==> src/rtl/counter_pkg.sv <==
// Shared constants for the BCD counter display: digit count, scan divider
// default and active-low seven-segment patterns (gfedcba).
package counter_pkg;

    localparam int NUM_DIGITS   = 4;
    localparam int SCAN_DIV_DEF = 100000;

    localparam logic [6:0] SEG_0     = 7'b1000000;
    localparam logic [6:0] SEG_1     = 7'b1111001;
    localparam logic [6:0] SEG_2     = 7'b0100100;
    localparam logic [6:0] SEG_3     = 7'b0110000;
    localparam logic [6:0] SEG_4     = 7'b0011001;
    localparam logic [6:0] SEG_5     = 7'b0010010;
    localparam logic [6:0] SEG_6     = 7'b0000010;
    localparam logic [6:0] SEG_7     = 7'b1111000;
    localparam logic [6:0] SEG_8     = 7'b0000000;
    localparam logic [6:0] SEG_9     = 7'b0010000;
    localparam logic [6:0] SEG_BLANK = 7'b1111111;

    function automatic logic [6:0] seg_decode(input logic [3:0] d);
        logic [6:0] s;
        case (d)
            4'd0:    s = SEG_0;
            4'd1:    s = SEG_1;
            4'd2:    s = SEG_2;
            4'd3:    s = SEG_3;
            4'd4:    s = SEG_4;
            4'd5:    s = SEG_5;
            4'd6:    s = SEG_6;
            4'd7:    s = SEG_7;
            4'd8:    s = SEG_8;
            4'd9:    s = SEG_9;
            default: s = SEG_BLANK;
        endcase
        return s;
    endfunction

endpackage

==> src/rtl/bcd_digit.sv <==
// One decimal digit (0-9) with increment/decrement, clear, and
// combinational carry/borrow out for chaining into the next digit.
module bcd_digit (
    input  logic       clk_i,
    input  logic       rst_i,
    input  logic       clr_i,
    input  logic       inc_i,
    input  logic       dec_i,
    output logic [3:0] digit_o,
    output logic       carry_o,
    output logic       borrow_o
);

    logic [3:0] digit_q, digit_d;

    always_comb begin
        digit_d = digit_q;
        if (clr_i)
            digit_d = 4'd0;
        else if (inc_i)
            digit_d = (digit_q == 4'd9) ? 4'd0 : digit_q + 4'd1;
        else if (dec_i)
            digit_d = (digit_q == 4'd0) ? 4'd9 : digit_q - 4'd1;
    end

    always_ff @(posedge clk_i) begin
        if (rst_i)
            digit_q <= 4'd0;
        else
            digit_q <= digit_d;
    end

    // Carry/borrow only ripple while this digit is actually stepping.
    assign carry_o  = inc_i & (digit_q == 4'd9);
    assign borrow_o = dec_i & (digit_q == 4'd0);
    assign digit_o  = digit_q;

endmodule

==> src/rtl/bcd_counter_display.sv <==
// Four-digit BCD up/down counter advanced by rising edges of the slow clk_1s
// level, shown on a multiplexed common-anode seven-segment display.
module bcd_counter_display
    import counter_pkg::*;
#(
    parameter int SCAN_DIV = SCAN_DIV_DEF
) (
    input  logic       clk,
    input  logic       rst,
    input  logic       clk_1s,
    input  logic       en,
    input  logic       up_down,
    input  logic       clr,
    output logic [6:0] seg,
    output logic [3:0] an,
    output logic       dp
);

    localparam int SW = (SCAN_DIV > 1) ? $clog2(SCAN_DIV) : 1;

    // Edge detector; both stages reset high so a level already high at
    // reset release is not mistaken for a rising edge.
    logic s1_q, s2_q, tick;

    always_ff @(posedge clk) begin
        if (rst) begin
            s1_q <= 1'b1;
            s2_q <= 1'b1;
        end else begin
            s1_q <= clk_1s;
            s2_q <= s1_q;
        end
    end

    assign tick = s1_q & ~s2_q;

    logic [NUM_DIGITS:0]           inc_c, dec_c;
    logic [NUM_DIGITS-1:0][3:0]    digit_w;
    logic                          wrap_unused;

    assign inc_c[0] = tick & en & up_down;
    assign dec_c[0] = tick & en & ~up_down;

    for (genvar i = 0; i < NUM_DIGITS; i++) begin : g_digit
        bcd_digit u_digit (
            .clk_i    (clk),
            .rst_i    (rst),
            .clr_i    (clr),
            .inc_i    (inc_c[i]),
            .dec_i    (dec_c[i]),
            .digit_o  (digit_w[i]),
            .carry_o  (inc_c[i+1]),
            .borrow_o (dec_c[i+1])
        );
    end

    // Wrap out of the top digit needs no action: all digits already rolled.
    assign wrap_unused = inc_c[NUM_DIGITS] | dec_c[NUM_DIGITS];

    logic [SW-1:0] scan_cnt_q, scan_cnt_d;
    logic [1:0]    sel_q, sel_d;

    always_comb begin
        scan_cnt_d = scan_cnt_q + SW'(1);
        sel_d      = sel_q;
        if (scan_cnt_q == SW'(SCAN_DIV - 1)) begin
            scan_cnt_d = '0;
            sel_d      = sel_q + 2'd1;
        end
    end

    logic [6:0] seg_q, seg_d;
    logic [3:0] an_q, an_d;

    assign seg_d = seg_decode(digit_w[sel_q]);
    assign an_d  = ~(4'b0001 << sel_q);

    always_ff @(posedge clk) begin
        if (rst) begin
            scan_cnt_q <= '0;
            sel_q      <= 2'd0;
            seg_q      <= SEG_0;
            an_q       <= 4'b1110;
        end else begin
            scan_cnt_q <= scan_cnt_d;
            sel_q      <= sel_d;
            seg_q      <= seg_d;
            an_q       <= an_d;
        end
    end

    assign seg = seg_q;
    assign an  = an_q;
    assign dp  = 1'b1;

endmodule

==> config.mk <==
export PLATFORM = sky130hd
export DESIGN_NAME = bcd_counter_display
export DESIGN_NICKNAME = d
export VERILOG_FILES = /design/src/rtl/counter_pkg.sv /design/src/rtl/bcd_digit.sv /design/src/rtl/bcd_counter_display.sv
export SDC_FILE = /design/constraint.sdc
export NUM_CORES = 1
export LEC_CHECK = 0
export ABC_CLOCK_PERIOD_IN_PS = 3600
export CORE_ASPECT_RATIO = 1.75
export CORE_MARGIN = 4
export CORE_UTILIZATION = 40
export CTS_CLUSTER_SIZE = 25
export DETAILED_ROUTE_END_ITERATION = 8
export PLACE_DENSITY = 0.64
export SLEW_MARGIN = 20
export SYNTH_ARGS = -nofsm -noshare
export SYNTH_HDL_FRONTEND = slang
export SYNTH_SLANG_ARGS = --single-unit
export TNS_END_PERCENT = 20
==> constraint.sdc <==
create_clock -name clk -period 3.6 [get_ports clk]
set_input_delay 0.54 -clock clk [delete_from_list [all_inputs] [get_ports clk]]
set_output_delay 0.54 -clock clk [all_outputs]
set_load 0.01 [all_outputs]
# ---- After elaboration in Yosys (flattened, before gate mapping)
# Memory sizes are Yosys's and may differ from the RTL's. A register that Yosys moved wholly into a read port is not among the register bits.
# Index checks and enable logic that the tools add are counted.
# W data, S select, Z words.
dict set report op_classes {
  add_sub_neg 10
  n_lt_le_gt_ge 1
  n_eq_ne 5
  shifts 1
  muxes 18
  bitwise 13
  reduce_logical 10
}
# operator count
set op_table {}
lappend op_table {{$mux W4} 17}
lappend op_table {{$add A17 B1 Y17 const B} 1}
lappend op_table {{$eq A17 B17 Y1 const B} 1}
lappend op_table {{$add A4 B1 Y4 const B} 4}
lappend op_table {{$eq A4 B4 Y1 const B} 4}
lappend op_table {{$logic_not A4 Y1} 4}
lappend op_table {{$sub A4 B1 Y4 const B} 4}
lappend op_table {{$and A1 B1 Y1} 10}
lappend op_table {{$bmux W4 S2} 1}
lappend op_table {{$reduce_bool A2 Y1} 4}
lappend op_table {{$not A4 Y4} 1}
lappend op_table {{$reduce_or A2 Y1} 2}
lappend op_table {{$shl A1 B2 Y4 const A} 1}
lappend op_table {{$lt A2 B3 Y1 const B} 1}
lappend op_table {{$add A2 B1 Y2 const B} 1}
lappend op_table {{$not A1 Y1} 2}
dict set report word_totals {
  regBits 41
  rom_bits 112
  input_bits 6
  word_cells 68
  memories 1
}
# memory depth word_bits rd rd_clocked_by_memory_dff write_ports line_no
set mem_list {}
lappend mem_list {{(no name shown)} 16 7 1 1 0 counter_pkg.sv:22} ;# case (d)

# ---- Logic depth before layout (Yosys ltp)
dict set report depth {
  word_depth 9
  ltp_mapped 7
  mapped_depth_nobuf 6
}

# ---- Modules after synthesis
# From an unflattened synthesis, not the netlist that was laid out.
dict set report hier_totals {
  hier_cells 311
  hier_area_um2 2790.2
}
# mod instances cells_each area_each_um2 seq_area_each_um2
set by_module_without_submodules {}
lappend by_module_without_submodules {bcd_counter_display 1 163 1569.0 640.6}
lappend by_module_without_submodules {bcd_digit 4 37 305.3 80.1}

# ---- Least setup slack after synthesis
# No wires, ideal clock.
dict set report synth_path {
  kind {flip-flop to flip-flop}
  startpoint {reg sel_q[0]}
  endpoint {reg seg_q[3] (netlist: seg[3])}
  setup_ns 0.095
  t_arrival_ns 1.736
  required_time_ns 3.505
  slack_ns 1.768
  stages_incl_launch_ff 6
  period_less_slack_ns 1.832
  cell_sequence {dfxtp_1 buf_2 mux4_1 inv_1 ha_1 a221oi_1}
}
dict set report synth_between {
  elab_chain_len 2
}
# item line_no
set synth_lines {}
lappend synth_lines {{from (decl)} bcd_counter_display.sv:61} ;# logic [1:0] sel_q, sel_d;
lappend synth_lines {{from (signal assigned)} bcd_counter_display.sv:86} ;# sel_q <= sel_d;
lappend synth_lines {{$bmux W4 S2} bcd_counter_display.sv:75} ;# assign seg_d = seg_decode(digit_w[sel_q]);
lappend synth_lines {{$mux W4 (implied by the code)} bcd_counter_display.sv:75}
lappend synth_lines {{to (decl)} bcd_counter_display.sv:72} ;# logic [6:0] seg_q, seg_d;
# Every way passes these cells. The select of a mux whose other input is x is not followed.
# A chain may end at the register's enable or synchronous reset.

# ---- Worst setup path after layout
dict set report layout_path {
  startpoint {in up_down}
  endpoint {reg g_digit[1].u_digit.digit_q[1]}
}
dict set report layout_between {
  elab_chain_len 4
  elab_cells_between_ends 7
  cone_classes {1 x mux; 5 x bitwise; 1 x reduce/logical}
}
# item line_no
set layout_lines {}
lappend layout_lines {{from (decl)} bcd_counter_display.sv:12} ;# input logic up_down,
lappend layout_lines {{$not A1 Y1} bcd_counter_display.sv:42} ;# assign dec_c[0] = tick & en & ~up_down;
lappend layout_lines {{$and A1 B1 Y1} bcd_counter_display.sv:42}
lappend layout_lines {{$and A1 B1 Y1} bcd_digit.sv:35} ;# assign borrow_o = dec_i & (digit_q == 4'd0);
lappend layout_lines {{$reduce_bool A2 Y1 (no source line)} -}
lappend layout_lines {{to (signal assigned)} bcd_digit.sv:30} ;# digit_q <= digit_d;
lappend layout_lines {{to (decl)} bcd_digit.sv:14} ;# logic [3:0] digit_q, digit_d;
# Parallel ways exist; a longest one is shown, timed or not.

==> summary.md <==
| Metric | Value |
|---|---|
| Reg power frac | 0.524 |
| Cts hold-fix bufs | 0 |
| Diode count | 0 |
| Setup Buffers After CTS | 0 |
| Asr flop ratio synth | 0 |
| Remaining Overflow, GRT | 0 |
| Layout cells sized above 1 | 0.0793 |
| Clock power frac | 0.435 |
| Status | finished, final reports clean |
| Largest net degree at the start of global routing | 21 |
| Die Area | 8710 um^2 |
| Peak VDD IR | 0.254 mV |
| RSZ-0062 raised after global routing | false |
| Design Power | 1.03 mW |
| Via density | around 5.5 |
| Max-slew violation count | 0 |
| Clk sinks | 48 |
| Setup Slack @ Placement | between 1000 and 1500 ps |
| Total Wirelength | 5.50 mm |
| Drt initial violations | 143 |
| Critical path class | in2reg |
| Slowest-stage cell, CP | clkdlybuf4s50_1 |
| Worst-Skew Late Latency | ~290 ps |
| P_int | 0.807 mW |
| Startpoint types | input port |
| Fmax | 456 MHz |
| Initial Util | 0.416 |
| DP Cell Count | around 400 |
| Synth warnings | 0 |
| Post-synth EDFFs | 0 |
| Vias | around 2300 |
| Synth Flop Type | dfxtp_1 |
| Mapped Cells | around 330 |
| CTS tree | built |
| Clk root buf | clkbuf_16 |
| Final std cells w/o fill | around 400 |
| Measured slew at the worst slew-check pin | 506 ps |
| Dpl cell area | ~3000 um^2 |
| Post_cts resized | 0 |
| CP peak stage delay | 620 ps |
| Hold Crit Class | reg2reg |
| CP top delay family | simple AND/OR/NAND/NOR gates |
| Initial antenna violation count | 0 |
| Core Footprint | 6960 um^2 |
| LEAKAGE | 1.04 nW |
| HPWL Detailed | 4.02 mm |
| Clock Path Buffers | 2 |
| Final-report hold violation count | 0 |
| Synth Cell Area | about 2900 um^2 |
| Post-route minimum period | roughly 2200 ps |
| Die Span Y | 120 um |
| P&R area growth vs syn | 7.57% |
| CP dominant cell by count | and3_1 |
| DRC Markers | 0 |
| Vias in the first global route | 2177 |
| Required time worst endpoint | 3820 ps |
| H-tree levels | 2 |
| Post-route ant nets | 0 |
| Final period util | 0.609 |
| Sw Ratio | 0.218 |
| Netlist cell types | 64 |
| Register area share after synthesis | 0.332 |
| Clock slew at reported path FFs | 60 ps |
| Worst slew margin | 0.662 |
| I/O Buffers | 16 |
| First-pass GRT wire length | 9.74 mm |
| P_sw | 0.225 mW |
| Final Skew | 2.48 ps |
| Mean post-synth cell area | 8.79 um^2 |
| Setup_tns | 0 ps |
| Most frequent cells in the layout | 48 x nor2_1, 48 x dfxtp_1, 23 x nand2_1, 19 x xnor2_1, 16 x clkdlybuf4s50_1 |
| I/O pin count | 18 |
| Routability cong. | 0.832 |
| Final net count | 344 |
| Post-synth net total | 345 |
| Worst Path Buf+Inv | 1 |
| Final setup margin | 1410 ps |
| Horiz. Die Dim | 72.3 um |
| Crit end category | register |
| FP Rows | 40 |
| Seq cells post-synth | between 40 and 50 |
| Final instance area | 3110 um^2 |
| CP Max Fanout | 11 |
| CP Data Arrival Time | 2420 ps |
| Setup Viol. Count Final | 0 |
| Logic gate share of total power | 0.041 |
| Routed wire per std cell | 13.4 um |
| Crit path cell chain | clkdlybuf4s50_1, and3_1, and3_1, o31a_1, or3_1, a21oi_1 |
| Total power divided by cell area | 332 nW/um^2 |
| Initial DRT Pass Iterations | 4 |
| Total GRT Usage | 0.140 |
| CTS buffer count | 5 |
| Number of max-cap violations | 0 |
## per-stage QoR
stage / hold slack [ps] / util
after floorplan: 413 / -
after global placement: 424 / 0.427
after detailed placement: 430 / 0.427
after CTS: 442 / 0.447
after global routing: 463 / 0.447
final: 442 / 0.447
## flip-flops by register name, indices dropped and copies added (netlist names)
name,count
s1_q,1
scan_cnt_q,17
s2_q,1
an,4
g_digit.u_digit.digit_o,16
seg,7
sel_q,2
## synth_stat cells, drive strengths merged, types with 5 or more instances
master | number | area (um^2)
a21oi | 13 | 65.1
and3 | 5 | 31.3
buf | 13 | 100
clkbuf | 13 | 98.9
dfxtp | 48 | 961
ha | 10 | 125
inv | 13 | 48.8
mux2i | 10 | 100
nand2 | 23 | 86.3
nand2b | 6 | 37.5
nand3 | 11 | 55.1
nor2 | 48 | 180
nor3 | 5 | 25.0
o211ai | 6 | 45.0
o21ai | 11 | 55.1
xnor2 | 19 | 166
xor2 | 6 | 52.6
## cells by family (layout without fill, tap and decap cells)
family / count (synthesis) / count (layout) / synth area share
AO/OA/AOI/OAI: 58 / 58 / 0.138
multiplexers: 14 / 14 / 0.0632
XOR/XNOR: 25 / 25 / 0.0757
AND/OR/NAND/NOR: 134 / 134 / 0.260
flip-flops: 48 / 48 / 0.332
other: 1 / 1 / 0.00130
buffers and inverters: 39 / 38 / 0.0857
adder cells (fa/ha/maj): 10 / 10 / 0.0433
## metal layers
| layer | global-route usage | vias to the layer above | share of wire | wire length (um) |
|---|---|---|---|---|
| met4 | 0.0635 | 0 | 0.025 | 137 |
| met2 | 0.245 | 30 | 0.52 | 2840 |
| met3 | 0.0283 | 9 | 0.028 | 153 |
| li1 | - | 1147 | - | - |
| met5 | 0 | - | 0 | 0 |
| met1 | 0.158 | 1070 | 0.43 | 2380 |
## final cells by class
type,instances,area [um^2]
Multi-Input combinational cell,242,1680
Clock buffer,5,125
Timing Repair Buffer,18,175
Inverter,13,48.8
Tap cell,84,105
Sequential cell,48,961
Fill cell,720,3850
Clock inverter,2,12.5
## power by group through the flow
stage               clock network [mW]  registers [mW]  logic (mW)
floorplan                            0           0.551      0.0333
finish                           0.449           0.541      0.0421
global route                     0.492           0.541      0.0473
detailed placement                   0           0.553      0.0424
CTS                              0.471           0.541      0.0428
global placement                     0           0.553      0.0422
## path summary, 6_finish.rpt
check,start,end,slack [ps],cells past startpoint
hold reg to reg,scan_cnt_q[0],scan_cnt_q[0],440,1
hold / removal,scan_cnt_q[0],scan_cnt_q[0],440,1
setup / recovery,up_down,g_digit[1].u_digit.digit_o[1],1410,6
setup reg to reg,sel_q[0],seg[3],1570,4
Note: power is estimated with default switching activity, not from simulation.
